`src/rtl/cpu_run_monitor.sv`:
```
// rtl/cpu_run_monitor.sv - fixed-window run monitor with stall detection and pass/fail verdict
// Optional feature macro: CPU_MON_X0_CHECK_EN (enables the x0-is-zero check in CHECK)
module cpu_run_monitor #(
  parameter int PC_W        = 32,
  parameter int XLEN        = 32,
  parameter int RA_W        = 5,
  parameter int CNT_W       = 16,
  parameter int RUN_CYCLES  = 20,
  parameter int STALL_LIMIT = 8
) (
  input  logic             clk,
  input  logic             rst,
  input  logic             start,
  input  logic [PC_W-1:0]  pc,
  input  logic             rf_we,
  input  logic [RA_W-1:0]  rf_waddr,
  input  logic [XLEN-1:0]  x0_rdata,
  output logic             busy,
  output logic             done,
  output logic             pass,
  output logic [1:0]       fail_code,
  output logic [CNT_W-1:0] cycle_cnt,
  output logic [CNT_W-1:0] retire_cnt,
  output logic [CNT_W-1:0] wb_cnt,
  output logic [PC_W-1:0]  last_pc
);

  typedef enum logic [1:0] {
    S_IDLE  = 2'd0,
    S_RUN   = 2'd1,
    S_CHECK = 2'd2,
    S_DONE  = 2'd3
  } state_t;

  localparam logic [CNT_W-1:0] RUN_LIM   = CNT_W'(RUN_CYCLES);
  localparam logic [CNT_W-1:0] STALL_LIM = CNT_W'(STALL_LIMIT);
  localparam logic [1:0] FC_NONE  = 2'd0;
  localparam logic [1:0] FC_STALL = 2'd1;
  localparam logic [1:0] FC_NOPRG = 2'd2;
  localparam logic [1:0] FC_X0    = 2'd3;

  state_t           state_q, state_d;
  logic             busy_q, busy_d;
  logic             done_q, done_d;
  logic             pass_q, pass_d;
  logic [1:0]       fail_code_q, fail_code_d;
  logic [CNT_W-1:0] cycle_cnt_q, cycle_cnt_d;
  logic [CNT_W-1:0] retire_cnt_q, retire_cnt_d;
  logic [CNT_W-1:0] wb_cnt_q, wb_cnt_d;
  logic [CNT_W-1:0] stall_cnt_q, stall_cnt_d;
  logic [PC_W-1:0]  last_pc_q, last_pc_d;
  logic [PC_W-1:0]  start_pc_q, start_pc_d;
  logic [PC_W-1:0]  prev_pc_q, prev_pc_d;

`ifndef CPU_MON_X0_CHECK_EN
  logic unused_x0;
  assign unused_x0 = ^x0_rdata;
`endif

  // Saturating increment: counters pin at all-ones instead of wrapping.
  function automatic logic [CNT_W-1:0] sat_inc(input logic [CNT_W-1:0] v);
    return (&v) ? v : v + 1'b1;
  endfunction

  // Next-state, counter and verdict logic.
  always_comb begin
    state_d      = state_q;
    pass_d       = pass_q;
    fail_code_d  = fail_code_q;
    cycle_cnt_d  = cycle_cnt_q;
    retire_cnt_d = retire_cnt_q;
    wb_cnt_d     = wb_cnt_q;
    stall_cnt_d  = stall_cnt_q;
    last_pc_d    = last_pc_q;
    start_pc_d   = start_pc_q;
    prev_pc_d    = prev_pc_q;
    case (state_q)
      S_IDLE, S_DONE: begin
        if (start) begin
          state_d      = S_RUN;
          pass_d       = 1'b0;
          fail_code_d  = FC_NONE;
          cycle_cnt_d  = '0;
          retire_cnt_d = '0;
          wb_cnt_d     = '0;
          stall_cnt_d  = '0;
          start_pc_d   = pc;
          prev_pc_d    = pc;
        end
      end
      S_RUN: begin
        cycle_cnt_d = sat_inc(cycle_cnt_q);
        last_pc_d   = pc;
        prev_pc_d   = pc;
        if (pc != prev_pc_q) begin
          retire_cnt_d = sat_inc(retire_cnt_q);
          stall_cnt_d  = '0;
        end else begin
          stall_cnt_d  = sat_inc(stall_cnt_q);
        end
        if (rf_we && (rf_waddr != '0)) begin
          wb_cnt_d = sat_inc(wb_cnt_q);
        end
        // Stall takes priority over window expiry on the same edge.
        if (stall_cnt_d >= STALL_LIM) begin
          state_d     = S_DONE;
          pass_d      = 1'b0;
          fail_code_d = FC_STALL;
        end else if (cycle_cnt_d >= RUN_LIM) begin
          state_d = S_CHECK;
        end
      end
      S_CHECK: begin
        state_d = S_DONE;
        pass_d  = 1'b0;
        if (last_pc_q <= start_pc_q) begin
          fail_code_d = FC_NOPRG;
`ifdef CPU_MON_X0_CHECK_EN
        end else if (x0_rdata != '0) begin
          fail_code_d = FC_X0;
`endif
        end else begin
          pass_d      = 1'b1;
          fail_code_d = FC_NONE;
        end
      end
      default: state_d = S_IDLE;
    endcase
    busy_d = (state_d == S_RUN) || (state_d == S_CHECK);
    done_d = (state_d == S_DONE);
  end

  // State and datapath registers with synchronous reset.
  always_ff @(posedge clk) begin
    if (rst) begin
      state_q      <= S_IDLE;
      busy_q       <= 1'b0;
      done_q       <= 1'b0;
      pass_q       <= 1'b0;
      fail_code_q  <= FC_NONE;
      cycle_cnt_q  <= '0;
      retire_cnt_q <= '0;
      wb_cnt_q     <= '0;
      stall_cnt_q  <= '0;
      last_pc_q    <= '0;
      start_pc_q   <= '0;
      prev_pc_q    <= '0;
    end else begin
      state_q      <= state_d;
      busy_q       <= busy_d;
      done_q       <= done_d;
      pass_q       <= pass_d;
      fail_code_q  <= fail_code_d;
      cycle_cnt_q  <= cycle_cnt_d;
      retire_cnt_q <= retire_cnt_d;
      wb_cnt_q     <= wb_cnt_d;
      stall_cnt_q  <= stall_cnt_d;
      last_pc_q    <= last_pc_d;
      start_pc_q   <= start_pc_d;
      prev_pc_q    <= prev_pc_d;
    end
  end

  assign busy       = busy_q;
  assign done       = done_q;
  assign pass       = pass_q;
  assign fail_code  = fail_code_q;
  assign cycle_cnt  = cycle_cnt_q;
  assign retire_cnt = retire_cnt_q;
  assign wb_cnt     = wb_cnt_q;
  assign last_pc    = last_pc_q;

endmodule
```
`config.mk`:
```
export PLATFORM = sky130hd
export DESIGN_NAME = cpu_run_monitor
export DESIGN_NICKNAME = d
export VERILOG_FILES = /design/src/rtl/cpu_run_monitor.sv
export SDC_FILE = /design/constraint.sdc
export NUM_CORES = 1
export LEC_CHECK = 0
export ABC_CLOCK_PERIOD_IN_PS = 3000
export CORE_UTILIZATION = 48
export CTS_CLUSTER_DIAMETER = 150
export DETAILED_ROUTE_END_ITERATION = 12
export GPL_TIMING_DRIVEN = 0
export PLACE_DENSITY_LB_ADDON = 0.2
export SYNTH_ARGS = -nofsm -noshare
export SYNTH_HDL_FRONTEND = slang
export SYNTH_SLANG_ARGS = --single-unit
```
`constraint.sdc`:
```
create_clock -name clk -period 3 [get_ports clk]
set_input_delay 0.6 -clock clk [delete_from_list [all_inputs] [get_ports clk]]
set_output_delay 0.6 -clock clk [all_outputs]
set_load 0.05 [all_outputs]
```
==> reports/results.txt, run 1 <==
setup violators final: 1
Max Slew Vio Count: 0
Post-synth top flop: dfxtp_1
P_sw: 1.92 mW
aggregate global-route resource usage: 26.6%
final hold vios: 0
#FFs+latches synth: 167
RSZ-0062 raised after global routing: true
initial DRC count: 559
gr ovfl total: 0
clock share of power: 36.0%
Vias/cell: 5.71
CP Class: flip-flop to flip-flop
worst slew margin relative to its limit: 37.8%
share of layout cells above drive strength 1: 7.28%
die height: 136 um
Layout Nets: 1335
synth top area cells: dfxtp_1, nand2_1, a21oi_1
worst setup margin: -0.0528 ns
Lkg Pwr: 4.00 nW
Area growth, synth to finish: 26.8%
Routed Antenna Nets: 0
CTS Hold Bufs: 0
Worst VDD drop: 0.000413 V
synthesized area: 8630 um^2
Switching Fraction: 32.2%
Synth area leader: dfxtp_1
Clock transition at path regs: 0.07 ns
Core ar.: 17400 um^2
final core utilization: 62.8%
combinational share of power: 22.7%
Avg Cell Area, Syn: 8.03 um^2
Setup crit end kind: flip-flop
worst-path cell chain: ha_4 > nand3_4 > nor4_4 > mux2_4 > nor4_4 > a41oi_2 > o31a_1 > o22a_1 > ha_1 > nor2b_1
Setup TNS: -0.0528 ns
internal power: 4.03 mW
Die W: 136 um
Critical Path Most Common Cell: nor4_4
final worst-path cycle share: 102%
full die area: 18500 um^2
DP HPWL: 17.5 mm
number of clock sinks: 167
Starting Density: 49.5%
Power Density: 543 nW/um^2
Slowest-stage cell, CP: dfxtp_2
top cell type's share of synthesized area: 38.7%
CTS tree: done
Fmax: 328 MHz
sequential share of the synthesized area: 38.7%
number of synthesized flops with an enable pin: 0
clock buffer count from CTS: 17
critical path fanouts, max: 5
status: finished with violations
largest net degree at the start of global routing: 17
worst min-delay path category: flip-flop to flip-flop
Synth cell types: 63
FFs w/ async S/R, synth: 0%
CTS root buf: clkbuf_16
routability cong.: 0.917
DR vias: 8345
WL/cell: 16.4 um
Pre-antenna DRT Iters: 8
maximum root-to-sink buffer count: 2
first-pass GRT wire length: 38.9 mm
# diodes: 0
WL final: 24.0 mm
CTS HTree Levels: 4
Layout Skew: 0.00817 ns
max cap viols: 0
Ports: 158
initial antenna violation count: 0
Req. time, crit path: 3.28 ns
worst skew pair latency: 0.43 ns
Critical Path AT: 3.33 ns
Row Count: 48
Worst Setup Start Kind: flip-flop
Slew @ Worst Pin: 0.933 ns
IO buf count: 124
YS warnings: 0
failing checks: setup timing
commonest cells in the netlist: nand2_1, dfxtp_1, a21oi_1
top-count cell post-synth: nand2_1
post-synthesis cell count: 1074
synthesized netlist net count: 1186
DR DRC count: 0
number of global-route vias before repair: 7828
sequential share of power: 41.2%
Crit path largest cell delay: 0.38 ns
min Tclk post-route: 3.05 ns
stage by stage:
stage	worst slack [ns]	cell area, um^2	power (mW)	hold slack [ns]	std cells
CTS	-0.0450	10800	5.96	0.458	1455
floorplan	0.0560	8640	3.39	0.436	1074
global route	-0.169	10900	6.21	0.479	1461
detailed placement	-0.729	10200	3.83	0.449	1423
global placement	-0.734	10200	3.80	0.442	1423
finish	-0.0528	10900	5.94	0.458	1461
worst max-delay path: cells and delay by family (launching register included):
family                   cells  cell delay [ns]
AND/OR/NAND/NOR              4             0.92
multiplexers                 1             0.35
flip-flops                   1             0.38
AO/OA/AOI/OAI                3             0.79
adder cells (fa/ha/maj)      2             0.47
power by group through the flow:
stage,combinational (mW),clock [mW],sequential (mW)
after CTS,1.35,2.16,2.45
after global placement,1.31,0,2.49
after global routing,1.48,2.26,2.47
after floorplan,0.727,0,2.66
final,1.35,2.14,2.45
after detailed placement,1.33,0,2.50
layout by cell type, fill, tap and decap left out, drive strengths merged, types with 3 or more instances in the layout:
cell type        n
a41oi            9
or2              4
nand3           35
clkbuf          67
o21ai           23
or3              8
a211o            3
nor3            21
and2             4
a21o            11
o31ai            5
o41ai            5
or4              7
a21oi          115
inv             49
a211oi           8
nor2b            4
clkinv           7
nor2            89
clkdlybuf4s50  124
mux2i           37
nor4             9
and4            10
a22oi            6
ha              39
nand4           34
and3            18
buf             23
xnor2           36
o311ai           4
o211ai           6
dfxtp          167
o21a             7
nand3b           3
a311oi           3
nand2          182
xor2            16
a31oi           10
area by class of cell:
cell class | instances | area, um^2
plain buffers | 62 | 253
clock buffers | 18 | 429
clock inverters | 14 | 140
fillers | 1547 | 6470
inverters | 44 | 165
multi-input cells | 797 | 5000
flip-flops and latches | 167 | 3350
well taps | 225 | 282
repair buffers | 134 | 1320
state kept, by name (all words and copies together), names as in the netlist:
name and count:
busy 1, state_q 2, retire_cnt 16, last_pc 32, prev_pc_q 32, pass 1
cycle_cnt 16, done 1, wb_cnt 16, fail_code 2, start_pc_q 32, stall_cnt_q 16
layer usage:
metal | GRT usage, % | vias up | share of wire (%)
met5 | 0 | - | 0
met4 | 9.38 | 0 | 2.5
met3 | 4.55 | 45 | 5.6
met2 | 46.0 | 283 | 49
met1 | 32.9 | 3915 | 43
li1 | - | 4102 | -
final timing paths:
path / depth (start not counted) / start / endpoint / slack (ns)
hold reg to reg: 2 / start_pc_q[29] / start_pc_q[29] / 0.46
hold / removal: 2 / start_pc_q[29] / start_pc_q[29] / 0.46
setup reg to reg: 10 / stall_cnt_q[1] / busy / -0.05
setup / recovery: 10 / stall_cnt_q[1] / busy / -0.05
kinds of logic (layout without fill, tap and decap cells):
| kind of cell | count (synthesis) | count (layout) | synth area share [%] |
|---|---|---|---|
| AND/OR/NAND/NOR | 434 | 434 | 23.9 |
| AO/OA/AOI/OAI | 233 | 233 | 17.0 |
| flip-flops | 167 | 167 | 38.7 |
| buffers and inverters | 110 | 272 | 4.91 |
| XOR/XNOR | 52 | 52 | 5.28 |
| adder cells (fa/ha/maj) | 39 | 39 | 5.65 |
| multiplexers | 39 | 39 | 4.55 |
what timing repair did:
| action | 4_1_cts | 5_1_grt |
|---|---|---|
| endpoints found under the setup margin | 19 | 26 |
| pin swaps | 3 | 8 |
| setup buffers | 2 | 8 |
| resized for setup | 15 | 20 |
Power figures use the tool's default switching activity.
==> run 2: changes to the inputs <==
--- a/config.mk
+++ b/config.mk
@@ -11,6 +11,8 @@
 export DETAILED_ROUTE_END_ITERATION = 12
 export GPL_TIMING_DRIVEN = 0
 export PLACE_DENSITY_LB_ADDON = 0.2
+export RECOVER_POWER = 50
+export REMOVE_ABC_BUFFERS = 1
 export SYNTH_ARGS = -nofsm -noshare
 export SYNTH_HDL_FRONTEND = slang
 export SYNTH_SLANG_ARGS = --single-unit
==> reports/results.txt, run 2 (synthesis results as in run 1) <==
Area growth, synth to finish: 27.8%
sequential share of power: 40.4% (-0.8 points)
routability cong.: 0.865 (-5.7%)
Routed Antenna Nets: 0 (unchanged)
DR vias: 8141 (-2.4%)
max cap viols: 0 (unchanged)
Layout Skew: 0.0110 ns (+0.00279 ns)
worst skew pair latency: 0.44 ns (about the same)
number of clock sinks: 167 (unchanged)
Layout Nets: 1294 (-3.1%)
setup violators final: 0 (-1)
Placed Area: 10000 um^2 (-1.4%)
most frequent cells in the layout: nand2_1, dfxtp_1, a21oi_1
first-pass GRT wire length: 37.0 mm (-4.9%)
Worst Setup Start Kind: flip-flop
CTS tree: done
die height: 136 um (unchanged)
Vias/cell: 5.73 (+0.37%)
Slew @ Worst Pin: 1.21 ns (+0.274 ns)
pre-CTS setup slack: -1.12 ns (-0.387 ns)
Switching Fraction: 33.1% (+0.87 points)
# diodes: 0 (unchanged)
maximum root-to-sink buffer count: 2 (unchanged)
largest net degree at the start of global routing: 82 (+65)
clock share of power: 36.9% (+0.9 points)
final hold vios: 0 (unchanged)
WL/cell: 16.7 um (+1.5%)
Core ar.: 17400 um^2 (unchanged)
number of global-route vias before repair: 7431 (-5.1%)
worst slew margin relative to its limit: 19.5% (-18 points)
final core utilization: 63.3% (+0.47 points)
gr ovfl total: 0 (unchanged)
worst setup margin: 0.0993 ns (+0.152 ns)
Setup TNS: 0 ns (+0.0528 ns)
Die W: 136 um (unchanged)
Lkg Pwr: 4.20 nW (+4.8%)
initial antenna violation count: 0 (unchanged)
final worst-path cycle share: 96.7% (-5.1 points)
combinational share of power: 22.8% (about the same)
CP Class: flip-flop to flip-flop
IO buf count: 125 (+0.81%)
DP HPWL: 15.0 mm (-14%)
P_sw: 2.01 mW (+5.2%)
min Tclk post-route: 2.90 ns (-0.152 ns)
Fmax: 345 MHz (+5.2%)
worst min-delay path category: flip-flop to flip-flop
critical path fanouts, max: 6 (+1)
status: finished clean
Max Slew Vio Count: 0 (unchanged)
Req. time, crit path: 3.30 ns (+0.02 ns)
CTS root buf: clkbuf_16
Power Density: 552 nW/um^2 (+1.6%)
aggregate global-route resource usage: 25.3% (-1.2 points)
CTS HTree Levels: 4 (unchanged)
clock buffer count from CTS: 17 (unchanged)
share of layout cells above drive strength 1: 9.29% (+2.0 points)
initial DRC count: 476 (-15%)
full die area: 18500 um^2 (unchanged)
Starting Density: 49.5% (unchanged)
Row Count: 48 (unchanged)
final hold slack: 0.455 ns (-0.00270 ns)
commonest non-fill, non-tap cell in the layout: nand2_1
Worst VDD drop: 0.000489 V (+19%)
Ports: 158 (unchanged)
Critical Path AT: 3.20 ns (-0.13 ns)
WL final: 23.7 mm (-1.3%)
Pre-antenna DRT Iters: 6 (-2)
DR DRC count: 0 (unchanged)
design area: 11000 um^2 (+0.75%)
Clock transition at path regs: 0.07 ns (about the same)
Setup crit end kind: flip-flop
internal power: 4.07 mW (+1.1%)
# fillers: 1509 (-2.5%)
-- run 2: cell count changes in the layout (fill, tap and decap cells not counted), moves of 4 or more --
cell,previous run,this run
clkdlybuf4s50_1,124,76
dfxtp_2,6,13
clkinv_4,4,0
clkinv_8,0,4
buf_1,6,0
buf_2,7,0
dfxtp_1,160,154
dlygate4sd3_1,0,48
buf_4,10,22
clkbuf_1,45,2
-- run 2: path summary, 6_finish.rpt --
check | start | to | slack [ns] | depth (start not counted)
hold reg to reg | start_pc_q[5] | start_pc_q[5] | 0.46 | 2
hold / removal | start_pc_q[5] | start_pc_q[5] | 0.46 | 2
setup / recovery | cycle_cnt[1] | busy | 0.1 | 10
setup reg to reg | cycle_cnt[1] | busy | 0.1 | 10
-- run 2: layout make-up --
cell class | instances | area, um^2 | area share, %
Clock buffer | 17 | 425 | 3.86
Clock inverter | 15 | 181 | 1.65
Inverter | 44 | 166 | 1.51
Multi-Input combinational cell | 799 | 5100 | 46.2
Sequential cell | 167 | 3360 | 30.5
Tap cell | 225 | 282 | 2.55
Timing Repair Buffer | 153 | 1510 | 13.7
-- run 2: per-stage QoR --
stage | instances | total power, mW
CTS | 1411 | 6.08
global placement | 1358 | 3.79
floorplan | 1008 | 3.35
global route | 1420 | 6.33
detailed placement | 1362 | 3.81
finish | 1420 | 6.08
-- run 2: critical path: stages (launching register included) --
cell and delay [ns]:
dfxtp_1 0.44, ha_4 0.19, nand4_1 0.18, nor3_2 0.27, mux2i_1 0.24, or4b_1 0.49
nor4_2 0.19, and4_1 0.26, o22a_1 0.14, ha_1 0.22, nor2b_1 0.14
-- run 2: repair_timing --
item,4_1_cts,5_1_grt
gates cloned,1,1
hold buffers,0,0
buffers inserted,16,8
setup endpoints to repair,59,19
gates resized for setup,22,28
pin swaps,4,5
-- run 2: routing by layer --
layer	share of wire [%]	vias to the layer above	track usage [%]
met5	0	-	0
li1	-	4021	-
met2	48	267	42.6
met1	44	3815	32.1
met3	5.9	38	4.62
met4	1.7	0	9.38
-- run 2: power by group through the flow --
stage,Clock (mW),Sequential (mW),Combinational [mW]
2_1_floorplan,0,2.66,0.688
3_3_place_gp,0,2.50,1.29
3_5_place_dp,0,2.50,1.31
4_1_cts,2.26,2.45,1.37
5_1_grt,2.36,2.47,1.50
6_report,2.24,2.46,1.39
